[config.mk]
export PLATFORM = sky130hd
export DESIGN_NAME = hazard_ctrl_flat
export DESIGN_NICKNAME = d
export VERILOG_FILES = /design/src/rtl/hazard_if.sv /design/src/rtl/hazard_ctrl.sv /design/src/flat_wrapper.sv
export SDC_FILE = /design/constraint.sdc
export NUM_CORES = 1
export LEC_CHECK = 0
export ABC_AREA = 1
export ABC_CLOCK_PERIOD_IN_PS = 1900
export CAP_MARGIN = 20
export CORE_MARGIN = 3
export CORE_UTILIZATION = 30
export CTS_CLUSTER_SIZE = 14
export DETAILED_ROUTE_END_ITERATION = 12
export GPL_ROUTABILITY_DRIVEN = 0
export MAX_ROUTING_LAYER = met4
export PLACE_DENSITY = 0.75
export SLEW_MARGIN = 15
export SYNTH_ARGS = -nofsm -noshare
export SYNTH_HDL_FRONTEND = slang
export SYNTH_SLANG_ARGS = --single-unit
[constraint.sdc]
create_clock -name clk -period 1.9 [get_ports clk]
set_input_delay 0.38 -clock clk [delete_from_list [all_inputs] [get_ports clk]]
set_output_delay 0.38 -clock clk [all_outputs]
set_load 0.02 [all_outputs]
[src/rtl/hazard_if.sv]
// hazard_if: ID/EX hazard-controller signal bundle; stats ports appear only when HAZARD_STATS_EN is defined.
interface hazard_if;
  logic       idex_memRead;
  logic [4:0] idex_rt;
  logic       idex_md;
  logic [4:0] ifid_rs;
  logic [4:0] ifid_rt;
  logic       ifid_usesRt;
  logic       branchTaken;
  logic       jump;
  logic       pcWrite;
  logic       ifidWrite;
  logic       ifidFlush;
  logic       memBubble;
  logic       mdBusy;
`ifdef HAZARD_STATS_EN
  logic [15:0] stallCnt;
  logic [15:0] flushCnt;
  modport master (
    output idex_memRead, idex_rt, idex_md, ifid_rs, ifid_rt, ifid_usesRt, branchTaken, jump,
    input  pcWrite, ifidWrite, ifidFlush, memBubble, mdBusy, stallCnt, flushCnt
  );
  modport slave (
    input  idex_memRead, idex_rt, idex_md, ifid_rs, ifid_rt, ifid_usesRt, branchTaken, jump,
    output pcWrite, ifidWrite, ifidFlush, memBubble, mdBusy, stallCnt, flushCnt
  );
`else
  modport master (
    output idex_memRead, idex_rt, idex_md, ifid_rs, ifid_rt, ifid_usesRt, branchTaken, jump,
    input  pcWrite, ifidWrite, ifidFlush, memBubble, mdBusy
  );
  modport slave (
    input  idex_memRead, idex_rt, idex_md, ifid_rs, ifid_rt, ifid_usesRt, branchTaken, jump,
    output pcWrite, ifidWrite, ifidFlush, memBubble, mdBusy
  );
`endif
endinterface

[src/rtl/hazard_ctrl.sv]
// hazard_ctrl: load-use bubbles, branch/jump flushes and mult/div stall sequencing for the 5-stage pipeline.
// Define HAZARD_STATS_EN to add saturating stall/flush event counters.
module hazard_ctrl #(
  parameter int MD_LATENCY = 4,
  parameter int CNT_W      = 4
) (
  input logic     clk,
  input logic     rst,
  hazard_if.slave hif
);
  typedef enum logic {RUN, MD_BUSY} state_t;
  localparam logic [CNT_W-1:0] MD_STALL = CNT_W'(MD_LATENCY - 1);
  state_t           state_q, state_d;
  logic [CNT_W-1:0] cnt_q, cnt_d;
  logic             lu_haz;
  logic             pc_write, ifid_write, ifid_flush, mem_bubble, md_busy;
  assign lu_haz = hif.idex_memRead && (hif.idex_rt != 5'd0) &&
                  ((hif.idex_rt == hif.ifid_rs) || (hif.ifid_usesRt && (hif.idex_rt == hif.ifid_rt)));
  always_ff @(posedge clk or posedge rst)
    if (rst) begin
      state_q <= RUN;
      cnt_q   <= '0;
    end else begin
      state_q <= state_d;
      cnt_q   <= cnt_d;
    end
  always_comb begin
    state_d    = state_q;
    cnt_d      = cnt_q;
    pc_write   = 1'b1;
    ifid_write = 1'b1;
    ifid_flush = 1'b0;
    mem_bubble = 1'b0;
    md_busy    = 1'b0;
    if (state_q == MD_BUSY) begin
      pc_write   = 1'b0;
      ifid_write = 1'b0;
      mem_bubble = 1'b1;
      md_busy    = 1'b1;
      state_d    = (cnt_q == CNT_W'(1)) ? RUN : MD_BUSY;
      cnt_d      = (cnt_q == CNT_W'(1)) ? '0 : cnt_q - 1'b1;
    end else begin
      // A stalled branch sees stale operands, so the load bubble wins and the branch re-resolves next cycle.
      pc_write   = !lu_haz;
      ifid_write = !lu_haz;
      mem_bubble = lu_haz;
      ifid_flush = !lu_haz && (hif.branchTaken || hif.jump);
      if (hif.idex_md && (MD_LATENCY > 1)) begin
        state_d = MD_BUSY;
        cnt_d   = MD_STALL;
      end
    end
    if (rst) begin
      pc_write   = 1'b1;
      ifid_write = 1'b1;
      ifid_flush = 1'b0;
      mem_bubble = 1'b0;
      md_busy    = 1'b0;
    end
  end
  assign hif.pcWrite   = pc_write;
  assign hif.ifidWrite = ifid_write;
  assign hif.ifidFlush = ifid_flush;
  assign hif.memBubble = mem_bubble;
  assign hif.mdBusy    = md_busy;
`ifdef HAZARD_STATS_EN
  logic [15:0] stall_cnt_q, stall_cnt_d, flush_cnt_q, flush_cnt_d;
  always_comb begin
    stall_cnt_d = (mem_bubble && stall_cnt_q != 16'hFFFF) ? stall_cnt_q + 16'd1 : stall_cnt_q;
    flush_cnt_d = (ifid_flush && flush_cnt_q != 16'hFFFF) ? flush_cnt_q + 16'd1 : flush_cnt_q;
  end
  always_ff @(posedge clk or posedge rst)
    if (rst) begin
      stall_cnt_q <= '0;
      flush_cnt_q <= '0;
    end else begin
      stall_cnt_q <= stall_cnt_d;
      flush_cnt_q <= flush_cnt_d;
    end
  assign hif.stallCnt = stall_cnt_q;
  assign hif.flushCnt = flush_cnt_q;
`endif
endmodule

[src/flat_wrapper.sv]
// flat-port wrapper written by rule: the top's interface ports become plain ports
module hazard_ctrl_flat 
#(
  parameter int MD_LATENCY = 4,
  parameter int CNT_W      = 4
)
  (clk, rst, hif_idex_memRead, hif_idex_rt, hif_idex_md, hif_ifid_rs, hif_ifid_rt, hif_ifid_usesRt, hif_branchTaken, hif_jump, hif_pcWrite, hif_ifidWrite, hif_ifidFlush, hif_memBubble, hif_mdBusy);
  hazard_if hif_i ();
  input logic clk;
  input logic rst;
  input wire logic [$bits(hif_i.idex_memRead)-1:0] hif_idex_memRead;
  input wire logic [$bits(hif_i.idex_rt)-1:0] hif_idex_rt;
  input wire logic [$bits(hif_i.idex_md)-1:0] hif_idex_md;
  input wire logic [$bits(hif_i.ifid_rs)-1:0] hif_ifid_rs;
  input wire logic [$bits(hif_i.ifid_rt)-1:0] hif_ifid_rt;
  input wire logic [$bits(hif_i.ifid_usesRt)-1:0] hif_ifid_usesRt;
  input wire logic [$bits(hif_i.branchTaken)-1:0] hif_branchTaken;
  input wire logic [$bits(hif_i.jump)-1:0] hif_jump;
  output wire logic [$bits(hif_i.pcWrite)-1:0] hif_pcWrite;
  output wire logic [$bits(hif_i.ifidWrite)-1:0] hif_ifidWrite;
  output wire logic [$bits(hif_i.ifidFlush)-1:0] hif_ifidFlush;
  output wire logic [$bits(hif_i.memBubble)-1:0] hif_memBubble;
  output wire logic [$bits(hif_i.mdBusy)-1:0] hif_mdBusy;
  assign hif_i.idex_memRead = hif_idex_memRead;
  assign hif_i.idex_rt = hif_idex_rt;
  assign hif_i.idex_md = hif_idex_md;
  assign hif_i.ifid_rs = hif_ifid_rs;
  assign hif_i.ifid_rt = hif_ifid_rt;
  assign hif_i.ifid_usesRt = hif_ifid_usesRt;
  assign hif_i.branchTaken = hif_branchTaken;
  assign hif_i.jump = hif_jump;
  assign hif_pcWrite = hif_i.pcWrite;
  assign hif_ifidWrite = hif_i.ifidWrite;
  assign hif_ifidFlush = hif_i.ifidFlush;
  assign hif_memBubble = hif_i.memBubble;
  assign hif_mdBusy = hif_i.mdBusy;
  hazard_ctrl #(.MD_LATENCY(MD_LATENCY), .CNT_W(CNT_W)) u_core (.clk(clk), .rst(rst), .hif(hif_i));
endmodule
# == Word level (Yosys, flattened, before mapping) ==
# Cells that the tools add are included.
# totals
input_bits,22
reg_bits,5
memories,0
latch_bits,0
word_cells,29
mem_bits_rw,0
mem_bits_ro,0
# classes
addsub,1
n_shift,0
n_bitwise,0
magnitude_cmp,0
multipliers,0
n_div,0
n_reduce_logical,9
n_mux,14
n_eq_ne,3
# op_table
operator,n
$mux 4,3
$mux 1,11
$eq 5x5->1,2
$reduce_bool 5->1,1
$eq 4x1->1 const B,1
$logic_and 1x1->1,4
$sub 4x1->4 const B,1
$logic_or 1x1->1,2
$reduce_bool 2->1,1
$logic_not 1->1,1

# == Longest topological paths before layout ==
# logic_depth
depth_word,8
mapped_depth,10

# == Worst setup path before layout ==
# Ideal clock, no wire load.
# synth_path
path_type,input port to output port
startpoint,in hif_idex_rt[2]
endpoint,out hif_pcWrite
path_stages,8
arrival_time_ns,1.197
path_slack_ns,0.323
path_cell_list,inv_1 -> nand4_1 -> o21ai_0 -> inv_1 -> nand2_2 -> nand2_2 -> nand2_1 -> buf_4
# synth_via
elab_chain_len,7
# synth_rtl
element,line_no,source
from (decl),flat_wrapper.sv:12,input wire logic [$bits(hif_i.idex_rt)-1:0] hif_idex_rt;
$eq 5x5->1,hazard_ctrl.sv:18,((hif.idex_rt == hif.ifid_rs) || (hif.ifid_usesRt && (hif.idex_rt == hif.ifid_rt)));
$logic_and 1x1->1,hazard_ctrl.sv:18,
$logic_or 1x1->1,hazard_ctrl.sv:18,
$logic_and 1x1->1 *,hazard_ctrl.sv:17,assign lu_haz = hif.idex_memRead && (hif.idex_rt != 5'd0) &&
$logic_not 1->1 *,n/a,
$mux 1 * (2 in series),n/a,
to (decl),flat_wrapper.sv:19,output wire logic [$bits(hif_i.pcWrite)-1:0] hif_pcWrite;
# Every way passes the cells marked *; elsewhere a longest branch is shown, timed or not.

# == Worst setup path after layout ==
# layout_path
startpoint,in hif_idex_rt[2]
endpoint,out hif_ifidFlush
# layout_via
elab_chain_len,8
# layout_rtl
element,line_no,source
$eq 5x5->1,hazard_ctrl.sv:18,
$logic_and 1x1->1,hazard_ctrl.sv:18,
$logic_or 1x1->1,hazard_ctrl.sv:18,
$logic_and 1x1->1 *,hazard_ctrl.sv:17,
$logic_not 1->1 *,hazard_ctrl.sv:47,ifid_flush = !lu_haz && (hif.branchTaken || hif.jump);
$logic_and 1x1->1 *,hazard_ctrl.sv:47,
$mux 1 *,hazard_ctrl.sv:35,if (state_q == MD_BUSY) begin
$mux 1 *,hazard_ctrl.sv:53,if (rst) begin
to (decl),flat_wrapper.sv:21,output wire logic [$bits(hif_i.ifidFlush)-1:0] hif_ifidFlush;
# Marks and branches as above.

==> implementation parameters <==
Parameter                              Value

Status
  Run status ... completed

Synth
  Synthesized flop and latch total ... 5
  Mapped Avg Cell Area ... 5.72 um2
  Fraction of the mapped netlist area in simple logic gates ... 38.3%
  Mux contribution to synthesized area ... 0%
  Fraction of the mapped netlist area in compound gates ... 8.71%
  Largest family of logic cells by synthesized area ... simple AND/OR/NAND/NOR gates
  Count of synthesis-stage warnings from yosys ... 0
  Largest area contributor in the synthesized netlist ... sky130_fd_sc_hd__dfrtp_1
  Biggest area contributors in the synthesized netlist ... sky130_fd_sc_hd__dfrtp_1, sky130_fd_sc_hd__nand2_1, sky130_fd_sc_hd__inv_1
  Mapped Cells ... 88
  Arithmetic-cell share of the synthesized area counting full adders, half adders and majority gates ... 4.98%
  Area share of xor/xnor cells in the synthesized design ... 5.22%
  Number of nets in the synthesized netlist ... 112
  Cell area after synthesis ... 503 um2
  Sequential-to-total area share from yosys stat ... 24.9%
  Share of Yosys cell area claimed by the top area cell type ... 24.9%
  Synth unique cells ... 16

Clocking
  Clock slew at the register clock pins of the worst setup and hold paths ... 0.04 ns
  Hold buffer count at CTS ... 0
  Clock H-tree levels ... 1
  Clk_lat worst skew ... 0.24 ns
  CTS sink cnt ... 5
  TritonCTS clock tree ... built
  TritonCTS Buffers ... 3
  Master cell of the clock root buffer ... sky130_fd_sc_hd__clkbuf_4
  Maximum root-to-sink buffer count ... 2
  Post-CTS setup buffer count ... 0

STA
  Final setup slack of the worst path ... 0.100 ns
  Final critical path time including I/O delays and setup ... 1.80 ns
  Fin crit share ... 94.7%
  Max-slew violation count ... 0
  Worst clock skew on the final layout ... 0.00343 ns
  Number of endpoints with negative hold slack in the final report ... 0
  Post-Route Setup TNS ... 0 ns
  Transition time at the pin with the least slew margin ... 0.217 ns
  Setup violators final ... 0
  Fmax achieved ... 556 MHz
  Worst slew margin relative to its limit ... 85.4%

Final layout
  Total area of sequential cells ... 125 um2
  Layout overhead on the synthesized area ... 61.7%
  Non-Filler Instances ... 135
  Antenna fix cells ... 0
  Fraction of layout instances using a drive strength above 1 ... 16.8%
  Area occupied by multi-input gates ... 300 um2
  Number of fill cells in the layout ... 158
  Layout net count ... 144
  Most frequent cells in the layout ... sky130_fd_sc_hd__nand2_1, sky130_fd_sc_hd__inv_1, sky130_fd_sc_hd__dlygate4sd2_1
  Commonest non-fill, non-tap cell in the layout ... sky130_fd_sc_hd__nand2_1

Critical path
  Cells along the critical path ... dlygate4sd2_1, inv_1, nand4_1, o21ai_1, inv_1, nand2_2, nand2_2, nor2_2, buf_4
  Worst endpoint data arrival time ... 1.42 ns
  Kind of start point of the critical path ... primary input
  Worst setup path class ... in -> out
  Depth of the worst register-to-register path ... 5
  Max Fanout on Critical Path ... 3
  Highest cell delay on the worst timing path ... 0.25 ns
  Data required time at the worst endpoint ... 1.52 ns
  Sort of element at the end of the critical path ... output pin
  Slowest cell on the critical path ... sky130_fd_sc_hd__dlygate4sd2_1

Placed design
  Sum of net half-perimeters after detailed placement ... 1080 um
  Port Buffer Count ... 26
  Placed insts ... 131
  Pre-CTS setup slack ... -0.608 ns

Die
  Core Region ... 0.00154 mm2
  Floorplan row count ... 14
  Die Height ... 46.9 um
  Floorplan die area ... 0.00220 mm2
  Chip width ... 46.9 um
  I/O pin count ... 27
  Starting utilization of the core area ... 32.6%

GRT
  GR Overflow Total ... 0
  Combined global-route utilization of all metal layers ... 12.3%
  Antenna violations before repair ... 0
  Wire length of the first global-routing pass ... 1890 um
  Largest net degree at the start of global routing ... 6
  Number of global-route vias before repair ... 504

Detailed routing
  Detailed Route Iter0 Violations ... 12
  Routed vias/inst ... 4.36
  Remaining design rule violation count ... 0
  Pre-antenna DRT Iters ... 4
  Detailed-route via count ... 588
  Routed len/inst ... 9.61 um
  Count of antenna-violating nets left after detailed routing ... 0
  Post-Route WL ... 1300 um

Power
  Power Density ... 834 mW/mm2
  Worst supply voltage drop on vdd ... 0.397 mV
  Standby leakage power ... 0.493 nW

Hold path
  Tightest Hold Check Type ... in -> async

Flow run
  Max Cap Violations ... 0
## power breakdown
part           internal [W]  switching [W]
registers          0.000155      0.0000324
clock network     0.0000793      0.0000417
logic              0.000166       0.000204
total              0.000400       0.000278
## final timing paths
kind                            startpoint         endpoint  slack (ns)
setup / recovery            hif_idex_rt[2]    hif_ifidFlush        0.10
hold / removal                         rst  u_core.cnt_q[1]        0.51
setup reg to reg           u_core.cnt_q[1]  u_core.cnt_q[3]        0.89
hold reg to reg             u_core.state_q  u_core.cnt_q[1]        0.52
max in group asynchronous              rst  u_core.cnt_q[2]        1.28
min in group clk            u_core.state_q  u_core.cnt_q[1]        0.52
## through the flow
stage                     utilization (%)  power [W]  area [um2]  hold slack (ns)
after floorplan                         -   0.000429         503            0.173
after global placement               51.3   0.000557         791            0.510
after detailed placement             51.3   0.000569         791            0.512
after CTS                            51.1   0.000671         788            0.480
after global routing                 52.8   0.000747         813            0.511
final                                52.8   0.000678         813            0.506
## metal layers
layer	up-vias	share of wire (%)	track usage (%)
li1	322	-	-
met1	244	39	14.1
met2	20	52	20.9
met3	2	8.0	3.45
met4	0	0.93	3.31
met5	-	0	-
## critical path: cells and delay by family
kind / cells / cell delay [ns]
buffers and inverters: 4 / 0.54
and+or+nand+nor: 4 / 0.34
AOI/OAI and AO/OA: 1 / 0.14
## synth_stat cells (all sizes together)
cell type,instances
nand2,34
inv,22
nor2,9
dfrtp,5
nand3,4
o21ai,3
ha,2
o22ai,2
xnor2,2
a21oi,1
a22oi,1
buf,1
nand4,1
xor2,1
## timing repair
action / in CTS / in global routing
endpoints found under the setup margin: 5 / 4
resized for setup: 36 / 10
cloned: 0 / 0
pin swaps: 10 / 8
## logic make-up after synthesis
kind of cell	Yosys count
AOI/OAI and AO/OA	7
and+or+nand+nor	48
DFF	5
buffers and inverters	23
xor gates and xnor gates	3
adders and majority gates	2
## state kept, by name, summed over array words and instances (netlist names)
name,cells
u_core.cnt_q,4
u_core.state_q,1
## area by class of cell
cell class                 count  area share (%)
tap                           16            2.46
clock buffer                   4            3.23
multi-input combinational     60            36.9
sequential                     5            15.4
inverter                      22            10.2
timing repair buffer          28            31.8
(Power assumes the default switching activity.)
